===== src/rtl/pc_gen.sv =====
// Fetch-stage PC register with prioritised next-PC selection and a single-entry
// buffer that holds a redirect raised during a stall until the stall clears.
module pc_gen #(
    parameter int               WIDTH    = 32,
    parameter int               N_SRC    = 4,
    parameter logic [WIDTH-1:0] RESET_PC = WIDTH'(32'h0000_3000),
    parameter logic [WIDTH-1:0] EXC_VEC  = WIDTH'(32'h0000_4180)
) (
    input  logic                   clk,
    input  logic                   reset,
    input  logic                   stall_in,
    input  logic [N_SRC-1:0]       redir_valid_in,
    input  logic [N_SRC*WIDTH-1:0] redir_addr_in,
    input  logic                   exc_in,
    input  logic                   eret_in,
    input  logic [WIDTH-1:0]       epc_in,
    output logic [WIDTH-1:0]       pc_out,
    output logic [WIDTH-1:0]       pc_plus4_out,
    output logic                   adel_out,
    output logic                   pend_out
);

    logic             anyRedir;
    logic [WIDTH-1:0] winAddr;
    logic [WIDTH-1:0] pendAddr;

    // Scan from the top down so the lowest-index valid channel is the last writer.
    always_comb begin
        anyRedir = |redir_valid_in;
        winAddr  = '0;
        for (int i = N_SRC - 1; i >= 0; i--) begin
            if (redir_valid_in[i]) begin
                winAddr = redir_addr_in[i*WIDTH +: WIDTH];
            end
        end
    end

    assign pc_plus4_out = pc_out + WIDTH'(4);
    assign adel_out     = |pc_out[1:0];

    always_ff @(posedge clk or posedge reset) begin
        if (reset) begin
            pc_out   <= RESET_PC;
            pend_out <= 1'b0;
            pendAddr <= '0;
        end else if (exc_in) begin
            pc_out   <= EXC_VEC;
            pend_out <= 1'b0;
        end else if (eret_in) begin
            pc_out   <= epc_in;
            pend_out <= 1'b0;
        end else if (stall_in) begin
            // A newer stalled redirect replaces any older one still waiting.
            if (anyRedir) begin
                pendAddr <= winAddr;
                pend_out <= 1'b1;
            end
        end else if (pend_out) begin
            pc_out   <= pendAddr;
            pend_out <= 1'b0;
        end else if (anyRedir) begin
            pc_out <= winAddr;
        end else begin
            pc_out <= pc_plus4_out;
        end
    end

endmodule


===== config.mk =====
export PLATFORM = sky130hd
export DESIGN_NAME = pc_gen
export DESIGN_NICKNAME = d
export VERILOG_FILES = /design/src/rtl/pc_gen.sv
export SDC_FILE = /design/constraint.sdc
export NUM_CORES = 1
export LEC_CHECK = 0
export ABC_CLOCK_PERIOD_IN_PS = 2900
export BUFFER_PORTS_ARGS = -buffer_cell sky130_fd_sc_hd__clkbuf_2
export CAP_MARGIN = 20
export CELL_PAD_IN_SITES_DETAIL_PLACEMENT = 1
export CELL_PAD_IN_SITES_GLOBAL_PLACEMENT = 2
export CORE_MARGIN = 2
export CORE_UTILIZATION = 26
export DETAILED_ROUTE_END_ITERATION = 10
export GPL_TIMING_DRIVEN = 0
export HOLD_SLACK_MARGIN = 0.02
export PLACE_DENSITY_LB_ADDON = 0.1
export SYNTH_ARGS = -nofsm -noshare
export SYNTH_HDL_FRONTEND = slang
export SYNTH_SLANG_ARGS = --single-unit

===== constraint.sdc =====
create_clock -name clk -period 2.9 [get_ports clk]
set_input_delay 0.29 -clock clk [delete_from_list [all_inputs] [get_ports clk]]
set_output_delay 0.29 -clock clk [all_outputs]
set_load 0.02 [all_outputs]

==> summary.log <==
qor: status.status completed
qor: synth.yosysWarnings 0
qor: routing.drtPass1Iterations 7
qor: die.start_util 0.267
qor: hold_path.min-delay-path-class in2reg
qor: power.vdd_ir_drop_max 0.203 mV
qor: clock_tree.clock_tree_from_tritoncts built
qor: power.internal_power 2130 µW
qor: power.switchingPower 1120 µW
qor: routing.routed_wl 26400 µm
qor: sta.setup-tns-final 0 ns
qor: power.power.share.sequential 0.353
qor: place.io_buffers 232
qor: die.core_footprint 18800 µm²
qor: layout.numnets_final 1047
qor: place.placement.cell_area 6550 µm²
qor: routing.route.antenna.remaining_nets 0
qor: layout.layout.cell_area.non_filler 6950 µm²
qor: routing.drtIter0Drc 349
qor: global_routing.global_route_wire_length_before_repair 39500 µm
qor: place.dp_worst_setup_slack 0.155 ns
qor: power.sw_frac_of_total 0.345
qor: sta.rsz0062_at_grt no
qor: routing.met3WireLength 1920 µm
qor: global_routing.largest_net_degree_at_the_start_of_global_routing 65
qor: setup_path.cp_launch_type flop
qor: layout.antenna-diode-count 0
qor: synth.synth-main-ff-cell sky130_fd_sc_hd__dfrtp_1
qor: clock_tree.clock_tree.htree_level_count 3
qor: flow_run.timing.max_cap.violations 0
qor: sta.finalHoldViolCount 0
qor: layout.nFillCells 2366
qor: setup_path.worstPathArrival 2.55 ns
qor: synth.sequential_area_share_after_synthesis 0.324
qor: synth.postSynth.asyncResetShare 1.00
qor: routing.top_layer_used met5
qor: die.die_height 143 µm
qor: setup_path.crit_path_max_incr_delay 0.56 ns
qor: power.power.clock.fraction 0.370
qor: synth.synthesis.nets 795
qor: die.number_of_ports_placed_on_the_die_boundary 235
qor: sta.slew_headroom 0.404
qor: global_routing.grt_usage 0.261
qor: sta.hold_ws 0.204 ns
qor: place.place_hpwl 21000 µm
qor: synth.synthCells 625
qor: clock_tree.clock_insertion_delay_worst_skew 0.34 ns
qor: global_routing.grt_antenna_before_repair 2
qor: routing.routed_via_density 5.48
qor: sta.maximum_clock_skew_at_final_layout 0.00344 ns
qor: setup_path.crit_type reg2out
qor: synth.yosysUniqueCellTypes 71
qor: power.combPwrFrac 0.277
qor: routing.wire_length_on_met1 11600 µm
qor: synth.ys_seq_elements 65
qor: clock_tree.cts_root_buf sky130_fd_sc_hd__clkbuf_16
qor: routing.detail_route.wl_per_cell 23.1 µm
qor: layout.final_layout_size_suffix_gt1_frac 0.340
qor: sta.slew_violations 0
qor: sta.setup-violations-final 0
qor: setup_path.critical_path_peak_fanout 8
qor: clock_tree.worst_case_clock_buffer_depth 2
qor: power.power.leakage 0.00318 µW
qor: die.die_width 143 µm
qor: clock_tree.numCtsBuffers 9
qor: routing.detail_route.drc_violations 0
qor: synth.mappedNetlistArea 5020 µm²
qor: setup_path.critPathRequiredTime 2.61 ns
qor: clock_tree.path_clk_slew 0.06 ns
qor: sta.period_share 0.979
qor: sta.max_freq 352 MHz
qor: clock_tree.clock_sinks 65
qor: die.die_outline_area 20400 µm²
qor: layout.areaGrowthSynthToFinish 38.3%
qor: setup_path.cp_cell_sequence ha_2, nand3_4, or4_4, buf_6, o31a_1, or2_1, clkbuf_2
qor: sta.final.min_clock_period 2.84 ns
qor: synth.synth_edf_count 0
qor: sta.max_slew.worst_pin.slew 0.889 ns
qor: setup_path.worst_path_max_delay_cell sky130_fd_sc_hd__or4_4
qor: place.place_congestion 0.826
qor: sta.worst_slack 0.0607 ns
qor: routing.detailroute.wirelength.met2 12500 µm
qor: setup_path.setup.worst_path.end_class primary output
qor: synth.syn_area_per_cell 8.03 µm²
qor: routing.total_vias_in_the_final_route 6256
qor: power.p_per_area 469 nW/µm²
qor: global_routing.grt_remaining_overflow 0
qor: die.placement_rows 50
qor: global_routing.first_global_vias 6580
Yosys cell counts, types with 3 or more instances:
library cell | instances | area share
sky130_fd_sc_hd__nor4_1 | 5 | 0.0062
sky130_fd_sc_hd__a211o_1 | 3 | 0.0052
sky130_fd_sc_hd__clkbuf_1 | 42 | 0.031
sky130_fd_sc_hd__a221oi_1 | 27 | 0.047
sky130_fd_sc_hd__a22oi_1 | 6 | 0.0090
sky130_fd_sc_hd__nor2b_1 | 9 | 0.011
sky130_fd_sc_hd__a2bb2oi_1 | 3 | 0.0052
sky130_fd_sc_hd__buf_1 | 4 | 0.0030
sky130_fd_sc_hd__o21ai_0 | 39 | 0.039
sky130_fd_sc_hd__nor3_1 | 23 | 0.023
sky130_fd_sc_hd__xor2_1 | 7 | 0.012
sky130_fd_sc_hd__a32o_1 | 5 | 0.010
sky130_fd_sc_hd__or2_2 | 7 | 0.0087
sky130_fd_sc_hd__and3_1 | 9 | 0.011
sky130_fd_sc_hd__mux2i_1 | 3 | 0.0060
sky130_fd_sc_hd__nand2b_1 | 10 | 0.012
sky130_fd_sc_hd__xnor2_1 | 17 | 0.030
sky130_fd_sc_hd__o21a_1 | 4 | 0.0060
sky130_fd_sc_hd__a211oi_1 | 6 | 0.0090
sky130_fd_sc_hd__a31oi_1 | 5 | 0.0062
sky130_fd_sc_hd__a31o_2 | 3 | 0.0052
sky130_fd_sc_hd__o22ai_1 | 27 | 0.034
sky130_fd_sc_hd__nand2_1 | 74 | 0.055
sky130_fd_sc_hd__a21oi_1 | 42 | 0.042
sky130_fd_sc_hd__mux2_2 | 4 | 0.0090
sky130_fd_sc_hd__a311oi_1 | 4 | 0.0070
sky130_fd_sc_hd__o31ai_1 | 15 | 0.022
sky130_fd_sc_hd__a21o_1 | 5 | 0.0075
sky130_fd_sc_hd__nor2_1 | 26 | 0.019
sky130_fd_sc_hd__nand3_1 | 17 | 0.017
sky130_fd_sc_hd__a221o_1 | 8 | 0.016
sky130_fd_sc_hd__dfrtp_1 | 63 | 0.31
sky130_fd_sc_hd__o211ai_1 | 7 | 0.010
sky130_fd_sc_hd__buf_2 | 5 | 0.0050
sky130_fd_sc_hd__inv_1 | 21 | 0.016
sky130_fd_sc_hd__o221ai_1 | 4 | 0.0070
sky130_fd_sc_hd__nand4_1 | 15 | 0.019
sky130_fd_sc_hd__a311o_1 | 3 | 0.0060
sky130_fd_sc_hd__and4_1 | 4 | 0.0070
worst max-delay path: cells and delay by family (launching register included):
kind,cells,cell delay (ns)
AO/OA/AOI/OAI,1,0.29
flip-flops,1,0.42
AND/OR/NAND/NOR,3,0.94
buffers and inverters,2,0.33
adder cells (fa/ha/maj),1,0.23
sequential cells by signal (all words and copies together) (netlist names):
name / cells
pendAddr: 32
pc_out: 32
pend_out: 1
stage by stage:
step	cells	utilization	power, µW
2_1_floorplan	625	-	1630
3_3_place_gp	1117	0.346	2030
3_5_place_dp	1120	0.348	2050
4_1_cts	1140	0.368	3260
5_1_grt	1142	0.369	3410
6_report	1142	0.369	3250
layout by cell type (no fill, tap or decap), types with 5 or more instances in the layout:
cell / synthesis / final
sky130_fd_sc_hd__o211ai_1: 7 / 7
sky130_fd_sc_hd__xnor2_1: 17 / 17
sky130_fd_sc_hd__nand2_1: 74 / 74
sky130_fd_sc_hd__nand2b_1: 10 / 10
sky130_fd_sc_hd__nor3_1: 23 / 22
sky130_fd_sc_hd__a221oi_1: 27 / 27
sky130_fd_sc_hd__clkbuf_1: 42 / 42
sky130_fd_sc_hd__a32o_1: 5 / 5
sky130_fd_sc_hd__nor2b_1: 9 / 9
sky130_fd_sc_hd__nor2_1: 26 / 25
sky130_fd_sc_hd__a211oi_1: 6 / 6
sky130_fd_sc_hd__inv_1: 21 / 20
sky130_fd_sc_hd__buf_4: 2 / 8
sky130_fd_sc_hd__clkbuf_16: 0 / 9
sky130_fd_sc_hd__o22ai_1: 27 / 27
sky130_fd_sc_hd__clkbuf_2: 0 / 232
sky130_fd_sc_hd__a21oi_1: 42 / 42
sky130_fd_sc_hd__a21o_1: 5 / 5
sky130_fd_sc_hd__a221o_1: 8 / 8
sky130_fd_sc_hd__nand4_1: 15 / 15
sky130_fd_sc_hd__o21ai_0: 39 / 39
sky130_fd_sc_hd__or2_2: 7 / 7
sky130_fd_sc_hd__nand3_1: 17 / 17
sky130_fd_sc_hd__a22oi_1: 6 / 6
sky130_fd_sc_hd__xor2_1: 7 / 7
sky130_fd_sc_hd__a31oi_1: 5 / 5
sky130_fd_sc_hd__buf_2: 5 / 6
sky130_fd_sc_hd__dfrtp_1: 63 / 59
sky130_fd_sc_hd__o31ai_1: 15 / 15
sky130_fd_sc_hd__nor4_1: 5 / 5
sky130_fd_sc_hd__and3_1: 9 / 9
logic make-up after synthesis:
kind of cell	count (synthesis)	synth area share
AOI/OAI and AO/OA	230	0.318
and+or+nand+nor	220	0.233
buffers and inverters	77	0.0618
DFF	65	0.324
xor gates and xnor gates	25	0.0451
muxes	7	0.0150
adders and majority gates	1	0.00249
cell type report:
class / instances / area [µm²] / share of cell area
Sequential cell: 65 / 1630 / 0.235
Clock buffer: 9 / 225 / 0.0324
Buffer: 54 / 224 / 0.0322
Inverter: 23 / 88.8 / 0.0128
Timing Repair Buffer: 241 / 1250 / 0.180
Tap cell: 260 / 325 / 0.0468
Clock inverter: 7 / 95.1 / 0.0137
Multi-Input combinational cell: 483 / 3100 / 0.447
power by group through the flow:
stage	Combinational (µW)	Clock, µW	Sequential [µW]
after floorplan	458	0	1180
after global placement	870	0	1160
after detailed placement	889	0	1160
after CTS	901	1220	1150
after global routing	982	1260	1170
final	901	1200	1150
what timing repair did:
| action | in CTS | in global routing |
|---|---|---|
| endpoints found under the setup margin | 7 | 5 |
| endpoints found under the hold margin | 1 | 0 |
| pin swaps | 0 | 3 |
| hold buffers | 1 | 0 |
| cloned | 0 | 0 |
| setup buffers | 3 | 2 |
| resized for setup | 6 | 3 |
worst paths after layout:
check | from | endpoint | slack [ns] | cells past startpoint
worst max-delay path | pc_out[3] | pc_plus4_out[24] | 0.06 | 7
worst min-delay path | epc_in[6] | pc_out[6] | 0.20 | 3
worst max register to register | pc_out[13] | pc_out[28] | 0.57 | 6
worst min register to register | pendAddr[12] | pendAddr[12] | 0.48 | 2
max in group asynchronous | reset | pc_out[12] | 1.98 | 4
min in group asynchronous | reset | pendAddr[29] | 0.35 | 3
per-layer routing:
metal,track usage,vias up
met3,0.0543,23
met4,0.0547,2
met2,0.441,257
met5,0,-
li1,-,2887
met1,0.344,3087
No activity file was read; power rests on OpenSTA's default activity.
